<file path="src/rtl/leb128_pkg.sv">
// rtl/leb128_pkg.sv - shared constants and state type for the LEB128 u32 stream decoder
package leb128_pkg;

  localparam int MAX_BYTES = 5;

  localparam logic [1:0] ERR_NONE     = 2'b00;
  localparam logic [1:0] ERR_OVERRUN  = 2'b01;
  localparam logic [1:0] ERR_OVERFLOW = 2'b10;

  typedef enum logic [1:0] {
    ACC   = 2'd0,
    EMIT  = 2'd1,
    DRAIN = 2'd2
  } state_t;

endpackage

</file>
<file path="src/rtl/leb128_u32_stream_if.sv">
// rtl/leb128_u32_stream_if.sv - byte-in / value-out stream bundle for the LEB128 decoder
interface leb128_u32_stream_if;

  logic [7:0]  in_data;
  logic        in_valid;
  logic        in_ready;
  logic [31:0] out_data;
  logic [2:0]  out_len;
  logic        out_valid;
  logic        out_ready;
  logic        err;
  logic [1:0]  err_code;

  modport slave (
    input  in_data, in_valid, out_ready,
    output in_ready, out_data, out_len, out_valid, err, err_code
  );

  modport master (
    output in_data, in_valid, out_ready,
    input  in_ready, out_data, out_len, out_valid, err, err_code
  );

endinterface

</file>
<file path="src/rtl/leb128_u32_decode.sv">
// rtl/leb128_u32_decode.sv - combinational assembly of up to five 7-bit groups into a u32
module leb128_u32_decode
  import leb128_pkg::*;
(
  input  logic [MAX_BYTES-1:0][6:0] i_groups,
  input  logic [2:0]                i_count,
  output logic [31:0]               o_value
);

  // Groups at or beyond i_count are masked; the top group's high bits fall off the 32-bit result
  always_comb begin
    o_value = '0;
    for (int k = 0; k < MAX_BYTES; k++) begin
      if (3'(k) < i_count) begin
        o_value = o_value | (32'(i_groups[k]) << (7 * k));
      end
    end
  end

endmodule

</file>
<file path="src/rtl/leb128_u32_stream.sv">
// rtl/leb128_u32_stream.sv - LEB128 unsigned 32-bit stream decoder; LEB128_STATS_EN adds value/error counters
module leb128_u32_stream
  import leb128_pkg::*;
#(
  parameter int STRICT = 1
) (
  input  logic                 clk,
  input  logic                 rst,
  leb128_u32_stream_if.slave   bus
`ifdef LEB128_STATS_EN
  ,
  output logic [15:0]          val_cnt,
  output logic [15:0]          err_cnt
`endif
);

  localparam logic [2:0] LAST_IDX = 3'(MAX_BYTES - 1);

  state_t                    r_state;
  state_t                    w_state_nxt;
  logic [2:0]                r_idx;
  logic [2:0]                w_idx_nxt;
  logic [MAX_BYTES-1:0][6:0] r_buf;
  logic [MAX_BYTES-1:0][6:0] w_groups;
  logic [2:0]                w_count;
  logic [31:0]               w_dec_value;
  logic [31:0]               r_out_data;
  logic [2:0]                r_out_len;
  logic                      r_err;
  logic                      w_err_nxt;
  logic [1:0]                r_err_code;
  logic [1:0]                w_err_code_nxt;
  logic                      w_in_ready;
  logic                      w_accept;
  logic                      w_store;
  logic                      w_load;

  // in_ready is a pure function of state so out_ready never reaches it combinationally
  assign w_in_ready = (r_state != EMIT);
  assign w_accept   = bus.in_valid && w_in_ready;
  assign w_count    = r_idx + 3'd1;

  // Present the live byte in its slot so a terminator decodes in the same cycle it arrives
  always_comb begin
    for (int k = 0; k < MAX_BYTES; k++) begin
      w_groups[k] = (3'(k) == r_idx) ? bus.in_data[6:0] : r_buf[k];
    end
  end

  leb128_u32_decode u_decode (
    .i_groups (w_groups),
    .i_count  (w_count),
    .o_value  (w_dec_value)
  );

  // Next-state, index and error decisions
  always_comb begin
    w_state_nxt    = r_state;
    w_idx_nxt      = r_idx;
    w_err_nxt      = 1'b0;
    w_err_code_nxt = ERR_NONE;
    w_store        = 1'b0;
    w_load         = 1'b0;
    case (r_state)
      ACC: begin
        if (w_accept) begin
          w_store = 1'b1;
          if (bus.in_data[7]) begin
            if (r_idx == LAST_IDX) begin
              w_err_nxt      = 1'b1;
              w_err_code_nxt = ERR_OVERRUN;
              w_state_nxt    = DRAIN;
              w_idx_nxt      = 3'd0;
            end else begin
              w_idx_nxt = r_idx + 3'd1;
            end
          end else if ((STRICT != 0) && (r_idx == LAST_IDX) && (bus.in_data[6:4] != 3'b000)) begin
            w_err_nxt      = 1'b1;
            w_err_code_nxt = ERR_OVERFLOW;
            w_idx_nxt      = 3'd0;
          end else begin
            w_load      = 1'b1;
            w_state_nxt = EMIT;
            w_idx_nxt   = 3'd0;
          end
        end
      end
      EMIT: begin
        if (bus.out_ready) begin
          w_state_nxt = ACC;
        end
      end
      DRAIN: begin
        if (w_accept && !bus.in_data[7]) begin
          w_state_nxt = ACC;
        end
      end
      default: begin
        w_state_nxt = ACC;
        w_idx_nxt   = 3'd0;
      end
    endcase
  end

  // State and byte index register
  always_ff @(posedge clk or posedge rst) begin
    if (rst) begin
      r_state <= ACC;
      r_idx   <= 3'd0;
    end else begin
      r_state <= w_state_nxt;
      r_idx   <= w_idx_nxt;
    end
  end

  // Byte buffer: payload of each accepted byte lands in its slot
  always_ff @(posedge clk or posedge rst) begin
    if (rst) begin
      r_buf <= '0;
    end else if (w_store) begin
      for (int k = 0; k < MAX_BYTES; k++) begin
        if (3'(k) == r_idx) begin
          r_buf[k] <= bus.in_data[6:0];
        end
      end
    end
  end

  // Output register, captured on the terminating byte and held through EMIT
  always_ff @(posedge clk or posedge rst) begin
    if (rst) begin
      r_out_data <= 32'd0;
      r_out_len  <= 3'd0;
    end else if (w_load) begin
      r_out_data <= w_dec_value;
      r_out_len  <= w_count;
    end
  end

  // Error pulse: one cycle wide, code cleared alongside it
  always_ff @(posedge clk or posedge rst) begin
    if (rst) begin
      r_err      <= 1'b0;
      r_err_code <= ERR_NONE;
    end else begin
      r_err      <= w_err_nxt;
      r_err_code <= w_err_code_nxt;
    end
  end

  assign bus.in_ready  = w_in_ready;
  assign bus.out_valid = (r_state == EMIT);
  assign bus.out_data  = r_out_data;
  assign bus.out_len   = r_out_len;
  assign bus.err       = r_err;
  assign bus.err_code  = r_err_code;

`ifdef LEB128_STATS_EN
  logic [15:0] r_val_cnt;
  logic [15:0] r_err_cnt;

  // Saturating counters of delivered values and error pulses
  always_ff @(posedge clk or posedge rst) begin
    if (rst) begin
      r_val_cnt <= 16'd0;
      r_err_cnt <= 16'd0;
    end else begin
      if (bus.out_ready && (r_state == EMIT) && (r_val_cnt != 16'hFFFF)) begin
        r_val_cnt <= r_val_cnt + 16'd1;
      end
      if (r_err && (r_err_cnt != 16'hFFFF)) begin
        r_err_cnt <= r_err_cnt + 16'd1;
      end
    end
  end

  assign val_cnt = r_val_cnt;
  assign err_cnt = r_err_cnt;
`endif

endmodule

</file>
<file path="src/flat_wrapper.sv">
// flat-port wrapper written by rule: the top's interface ports become plain ports
module leb128_u32_stream_flat import leb128_pkg::*;
#(
  parameter int STRICT = 1
)
  (clk, rst, bus_in_data, bus_in_valid, bus_out_ready, bus_in_ready, bus_out_data, bus_out_len, bus_out_valid, bus_err, bus_err_code);
  leb128_u32_stream_if bus_i ();
  input  logic clk;
  input  logic rst;
  input wire logic [$bits(bus_i.in_data)-1:0] bus_in_data;
  input wire logic [$bits(bus_i.in_valid)-1:0] bus_in_valid;
  input wire logic [$bits(bus_i.out_ready)-1:0] bus_out_ready;
  output wire logic [$bits(bus_i.in_ready)-1:0] bus_in_ready;
  output wire logic [$bits(bus_i.out_data)-1:0] bus_out_data;
  output wire logic [$bits(bus_i.out_len)-1:0] bus_out_len;
  output wire logic [$bits(bus_i.out_valid)-1:0] bus_out_valid;
  output wire logic [$bits(bus_i.err)-1:0] bus_err;
  output wire logic [$bits(bus_i.err_code)-1:0] bus_err_code;
  assign bus_i.in_data = bus_in_data;
  assign bus_i.in_valid = bus_in_valid;
  assign bus_i.out_ready = bus_out_ready;
  assign bus_in_ready = bus_i.in_ready;
  assign bus_out_data = bus_i.out_data;
  assign bus_out_len = bus_i.out_len;
  assign bus_out_valid = bus_i.out_valid;
  assign bus_err = bus_i.err;
  assign bus_err_code = bus_i.err_code;
  leb128_u32_stream #(.STRICT(STRICT)) u_core (.clk(clk), .rst(rst), .bus(bus_i));
endmodule
</file>
<file path="config.mk">
export PLATFORM = sky130hd
export DESIGN_NAME = leb128_u32_stream_flat
export DESIGN_NICKNAME = d
export VERILOG_FILES = /design/src/rtl/leb128_pkg.sv /design/src/rtl/leb128_u32_stream_if.sv /design/src/rtl/leb128_u32_decode.sv /design/src/rtl/leb128_u32_stream.sv /design/src/flat_wrapper.sv
export SDC_FILE = /design/constraint.sdc
export NUM_CORES = 1
export LEC_CHECK = 0
export CAP_MARGIN = 20
export CORE_UTILIZATION = 60
export CTS_BUF_LIST = sky130_fd_sc_hd__clkbuf_4
export DETAILED_ROUTE_END_ITERATION = 7
export PLACE_DENSITY = 0.9
export RECOVER_POWER = 100
export SLEW_MARGIN = 20
export SYNTH_ARGS = -nofsm -noshare
export SYNTH_HDL_FRONTEND = slang
export SYNTH_SLANG_ARGS = --single-unit
</file>
<file path="constraint.sdc">
create_clock -name clk -period 5.8 [get_ports clk]
set_input_delay 0.87 -clock clk [delete_from_list [all_inputs] [get_ports clk]]
set_output_delay 0.87 -clock clk [all_outputs]
set_load 0.01 [all_outputs]
</file>
==> impl_metrics.ini, run 1 <==
[critical_path]
critical_path_required_ns = 6.11
endpoint_kind = register
rr_endpoint = u_core.bus.out_len[1]$_DFFE_PP0P_
reg2reg_depth = 6
cp_max_fo = 46
rr_startpoint = u_core.r_idx[0]$_DFFE_PP0P_
startpoint_type = primary input
crit_type = primary input to register
r2r_setup_slack_ns = 1.99
arrival_ns = 4.44

[clocking]
cts.clk_slew.worst_paths_ns = 0.13
cts_hold_buffers = 0
htreeDepth = 3
cts_inserted_buffers = 9
cts-resized-gates = 0
cts.sinks = 75
cts-root-buf = clkbuf_4
clk_path_buf_depth = 2
cts_tree = yes
insertion_delay_ns = 0.42
postCtsSetupBuffers = 0

[pwr]
p_switching_mw = 0.695
p_seq_share_pct = 40.6
p_int_mw = 1.29
power.density_mw_per_mm2 = 481
ir_drop_mv = 0.346
power_frac_comb_pct = 38.8
total_leakage_power_nw = 1.94
p_clk_share_pct = 20.7
swShare_pct = 35.0

[synthesis]
synth_fp_nets = 307
post-synth-top-area-cell = dfrtp_1
synth_cells = 287
yosysTopAreaCellShare_pct = 53.9
synth.avg_cell_area_um2 = 12.1
ys_seq_area_share_pct = 53.9
syn_area_mm2 = 0.00348
synth_cell_type_count = 33
yosysWarnings = 0
yosys-top-cells-area = dfrtp_1 (54%), mux2_2 (11%), mux2i_1 (9.5%)
ys_ff_latch = 75

[sta]
post-route-period-util_pct = 71.3
rsz0062_at_grt = no
fin_worst_skew_ns = 0.0107
tightest_slew_ns = 1.82
relSlewSlack_pct = -21.6
slew_violations = 47
timing.fmax_mhz = 242
fin_ws_ns = 1.66
period_minus_slack_ns = 4.14
hold_viol = 0
setup_viol = 0
finalSetupTns_ns = 0

[global_route]
grt.busiest_layer = met2
met1_usage_pct = 35.1
grt_pass1_vias = 2273
use_met2_pct = 39.6
grt.total_usage_pct = 25.3
overflow = 0
met3_usage_pct = 4.65
grt_first_pass_wirelength_mm = 11.6
antenna_found_initial = 0
grt_max_degree = 76

[worst_hold_path]
hold_path_class = register to register
whs_path_depth = 2
worstHoldStart = u_core.bus.out_data[5]$_DFFE_PP0P_
hold_end = u_core.bus.out_data[5]$_DFFE_PP0P_

[placement]
gp_congestion = 0.790
hpwlAfterDp_mm = 4.65
dp_slack_ns = 2.33
numPortBuffers = 51

[run]
cap_violations = 1

[drt]
ant_nets = 0
remaining_drc_errors = 0
drtIter0Drc = 262
wirelength_mm = 7.15
vias = 2389
routed_via_density = 5.88
avgRoutedWirePerCell_um = 17.6
dr.pass1.iters = 5

[cells_and_area]
final_core_util_pct = 74.5
drive_above_1_share_pct = 15.3
area_growth_pct = 18.5
fillers = 387
final-seq-area_mm2 = 0.00188
multi_input_area_mm2 = 0.00143
final_cell_mix = dfrtp_1 (75), dlygate4sd3_1 (43), nand2_1 (42), mux2_2 (34), mux2i_1 (33)
layout_commonest_cell = dfrtp_1
final_nets = 349
n_antenna_cell = 0

[floorplan]
dieArea_mm2 = 0.00611
die_w_um = 78.2
die_h_um = 78.2
pin_count = 52
start_util_pct = 62.9
core_region_area_mm2 = 0.00554
fp-row-count = 27

[run_status]
violations = max-capacitance violations, max-slew violations
status = finished, violations left
power groups by stage:
stage               sequential, mW  combinational, mW  clock [mW]
finish                       0.805              0.770       0.410
global route                 0.824              0.841       0.433
global placement             0.807              0.775           0
floorplan                    0.826              0.512           0
detailed placement           0.815              0.803           0
CTS                          0.808              0.812       0.412
Yosys cell counts:
library cell   n
a21boi_0       1
clkbuf_2       1
nand3_1        2
mux2i_1       33
buf_2          1
or3b_1         1
clkbuf_1       7
mux2_2        34
nand3b_1       1
nand2_1       42
o41a_1         1
o21ai_0        3
buf_4          1
and2_1         1
buf_6          6
dfrtp_1       75
buf_1          6
o21bai_1       1
o311ai_4       1
o31ai_1       32
mux2_4         1
a21oi_1        4
nor2_1         6
nand4_1        2
and4_1         1
xnor2_1        1
nor3_1         1
a211oi_1       2
o32ai_1        1
inv_1          7
ha_1           8
nand2b_1       1
nor2b_1        2
cell families after synthesis:
family | after synthesis | share of synthesized area, %
and+or+nand+nor | 60 | 7.40
AOI/OAI and AO/OA | 46 | 10.1
DFF | 75 | 53.9
xor gates and xnor gates | 1 | 0.251
adders and majority gates | 8 | 2.87
buffers and inverters | 29 | 4.60
muxes | 68 | 20.9
final cells by class:
cell class,instances,share of cell area (%)
well taps,72,2.18
inverters,7,0.636
clock buffers,10,1.82
repair buffers,53,12.6
clock inverters,6,2.76
flip-flops and latches,75,45.5
multi-input cells,183,34.5
metal layers:
layer	share of wire, %	routed length, µm	vias to the layer above
li1	-	-	1099
met1	44	3180	1194
met2	48	3420	82
met5	0	0	-
met3	5.6	398	14
met4	2.1	150	0
sequential cells by signal (all words and copies together) (netlist names):
register	count
u_core.r_idx	3
u_core.r_state	2
u_core.bus.out_data	32
u_core.bus.out_len	3
u_core.r_buf	32
u_core.bus.err_code	2
u_core.bus.err	1
worst max path at each step:
stage	from	end	slack (ns)	cells after the start
detailed placement	bus_in_data[4]	u_core.bus.out_data[14]$_DFFE_PP0P_	2.33	5
global route	bus_in_data[4]	u_core.bus.out_data[14]$_DFFE_PP0P_	1.34	6
global placement	bus_in_data[5]	u_core.bus.out_len[1]$_DFFE_PP0P_	2.43	5
CTS	bus_in_data[4]	u_core.bus.out_data[15]$_DFFE_PP0P_	2.78	5
finish	bus_in_data[4]	u_core.bus.out_len[1]$_DFFE_PP0P_	1.66	5
floorplan	rst	u_core.bus.err$_DFF_PP0_	3.02	1
per-stage QoR:
stage	cell area (µm²)	total power, mW	cells	hold slack, ns
2_1_floorplan	3480	1.34	287	0.479
3_3_place_gp	3970	1.58	390	0.462
3_5_place_dp	3970	1.62	390	0.470
4_1_cts	4150	2.03	406	0.495
5_1_grt	4130	2.10	406	0.519
6_report	4130	1.99	406	0.488
worst max-delay path, cell delays in order:
cell and delay (ns):
dlygate4sd3_1 0.77, o311ai_0 0.29, or3b_1 0.71, clkbuf_1 1.37
mux2_1 0.41
Note: power is estimated with default switching activity, not from simulation.
==> inputs of run 2 (changes only) <==
--- a/config.mk
+++ b/config.mk
@@ -6,10 +6,10 @@
 export NUM_CORES = 1
 export LEC_CHECK = 0
 export CAP_MARGIN = 20
-export CORE_UTILIZATION = 60
+export CORE_UTILIZATION = 56
 export CTS_BUF_LIST = sky130_fd_sc_hd__clkbuf_4
 export DETAILED_ROUTE_END_ITERATION = 7
-export PLACE_DENSITY = 0.9
+export PLACE_DENSITY = 0.85
 export RECOVER_POWER = 100
 export SLEW_MARGIN = 20
 export SYNTH_ARGS = -nofsm -noshare
==> constraint.sdc (replaced) <==
create_clock -name clk -period 3.9 [get_ports clk]
set_input_delay 0.585 -clock clk [delete_from_list [all_inputs] [get_ports clk]]
set_output_delay 0.585 -clock clk [all_outputs]
set_load 0.01 [all_outputs]
==> impl_metrics.ini, run 2 (synthesis results as in run 1) <==
[drt]
drtIter0Drc = 174
remaining_drc_errors = 0
routed_via_density = 5.86
dr.pass1.iters = 4
wirelength_mm = 7.06
avgRoutedWirePerCell_um = 17.1
vias = 2415
ant_nets = 0

[sta]
tightest_slew_ns = 2.28
rsz0062_at_grt = no
relSlewSlack_pct = -52.8
finalSetupTns_ns = 0
timing.fmax_mhz = 336
slew_violations = 54
post-route-period-util_pct = 76.3
hold_viol = 0
period_minus_slack_ns = 2.98
setup_viol = 0
fin_worst_skew_ns = 0.00883

[placement]
gp_congestion = 0.826
hpwlAfterDp_mm = 4.79
numPortBuffers = 51

[pwr]
power_frac_comb_pct = 42.4
power.density_mw_per_mm2 = 663
total_leakage_power_nw = 1.92
p_switching_mw = 0.997
swShare_pct = 36.8
ir_drop_mv = 0.360
p_total_mw = 2.71
p_clk_share_pct = 13.7
p_int_mw = 1.71
p_seq_share_pct = 44.0

[floorplan]
fp-row-count = 28
die_w_um = 80.9
dieArea_mm2 = 0.00654
core_region_area_mm2 = 0.00596
pin_count = 52
die_h_um = 80.9
start_util_pct = 58.5

[cells_and_area]
drive_above_1_share_pct = 15.4
final_nets = 354
n_antenna_cell = 0
final_core_util_pct = 68.6
area_growth_pct = 17.2
final_cell_mix = dfrtp_1 (75), nand2_1 (42), dlygate4sd3_1 (41), mux2_2 (34), mux2i_1 (33)
fillers = 446
layout_commonest_cell = dfrtp_1

[clocking]
cts-root-buf = clkbuf_4
cts.sinks = 75
cts_inserted_buffers = 9
cts_hold_buffers = 0
cts.clk_slew.worst_paths_ns = 0.11
htreeDepth = 3
clk_path_buf_depth = 2
insertion_delay_ns = 0.42
cts_tree = yes
cts-resized-gates = 0
postCtsSetupBuffers = 0

[global_route]
antenna_found_initial = 0
grt.total_usage_pct = 24.3
overflow = 0
grt_pass1_vias = 2355
grt_max_degree = 54
grt_first_pass_wirelength_mm = 11.7

[critical_path]
startpoint_type = register
arrival_ns = 3.30
critical_path_required_ns = 4.22
cp_max_fo = 45
endpoint_kind = register
crit_type = register to register

[run_status]
violations = max-capacitance violations, max-slew violations
status = finished, violations left

[worst_hold_path]
hold_path_class = register to register

[run]
cap_violations = 1
-- run 2: cell types whose count changed in the layout (fill, tap and decap cells not counted), moves of 2 or more --
cell | previous run | this run
clkinvlp_4 | 2 | 0
buf_4 | 1 | 4
clkdlybuf4s50_1 | 8 | 10
clkinv_2 | 0 | 3
clkbuf_1 | 1 | 3
dlygate4sd3_1 | 43 | 41
bufinv_16 | 3 | 0
-- run 2: final cells by class --
cell class / instances / area [µm²] / share of cell area [%]
tap: 75 / 93.8 / 2.30
timing repair buffer: 58 / 552 / 13.5
multi-input combinational: 183 / 1440 / 35.3
clock buffer: 9 / 67.6 / 1.65
inverter: 7 / 27.5 / 0.674
clock inverter: 5 / 22.5 / 0.552
sequential: 75 / 1880 / 46.0
-- run 2: path summary, 6_finish.rpt --
kind                                               startpoint                                   to  slack, ns  depth (start not counted)
setup / recovery                u_core.r_state[1]$_DFFE_PP0P_   u_core.bus.out_data[8]$_DFFE_PP0P_       0.92                          7
hold / removal             u_core.bus.out_data[0]$_DFFE_PP0P_   u_core.bus.out_data[0]$_DFFE_PP0P_       0.48                          2
setup reg to reg                u_core.r_state[1]$_DFFE_PP0P_   u_core.bus.out_data[8]$_DFFE_PP0P_       0.92                          7
hold reg to reg            u_core.bus.out_data[0]$_DFFE_PP0P_   u_core.bus.out_data[0]$_DFFE_PP0P_       0.48                          2
max in group asynchronous                                 rst         u_core.r_buf[10]$_DFFE_PP0P_       1.29                          3
min in group asynchronous                                 rst  u_core.bus.out_data[24]$_DFFE_PP0P_       1.22                          2
-- run 2: metal layers --
| layer | GRT usage (%) | wire length [µm] |
|---|---|---|
| met5 | 0 | 0 |
| met4 | 9.64 | 115 |
| met3 | 4.94 | 366 |
| met2 | 36.8 | 3350 |
| met1 | 34.5 | 3230 |
-- run 2: critical path: stages (launching register included) --
cell and delay (ns):
dfrtp_1 0.40, inv_1 0.12, ha_1 0.33, nand3b_1 0.13, clkbuf_1 0.20, or3b_1 0.93
buf_4 0.46, o31ai_1 0.30
-- run 2: power by group through the flow --
stage	sequential (mW)	clock, mW	combinational, mW
after floorplan	1.23	0	0.761
after global placement	1.20	0	1.16
after detailed placement	1.21	0	1.20
after CTS	1.20	0.377	1.21
after global routing	1.23	0.410	1.26
final	1.19	0.370	1.15
-- run 2: through the flow --
step / instance area, µm² / std cells / setup slack (ns) / hold slack, ns
5_1_grt: 4080 / 412 / 0.602 / 0.511
2_1_floorplan: 3480 / 287 / 1.41 / 0.479
3_5_place_dp: 4010 / 398 / 0.866 / 0.465
4_1_cts: 4100 / 412 / 1.19 / 0.491
6_report: 4080 / 412 / 0.922 / 0.483
3_3_place_gp: 4010 / 398 / 0.963 / 0.465
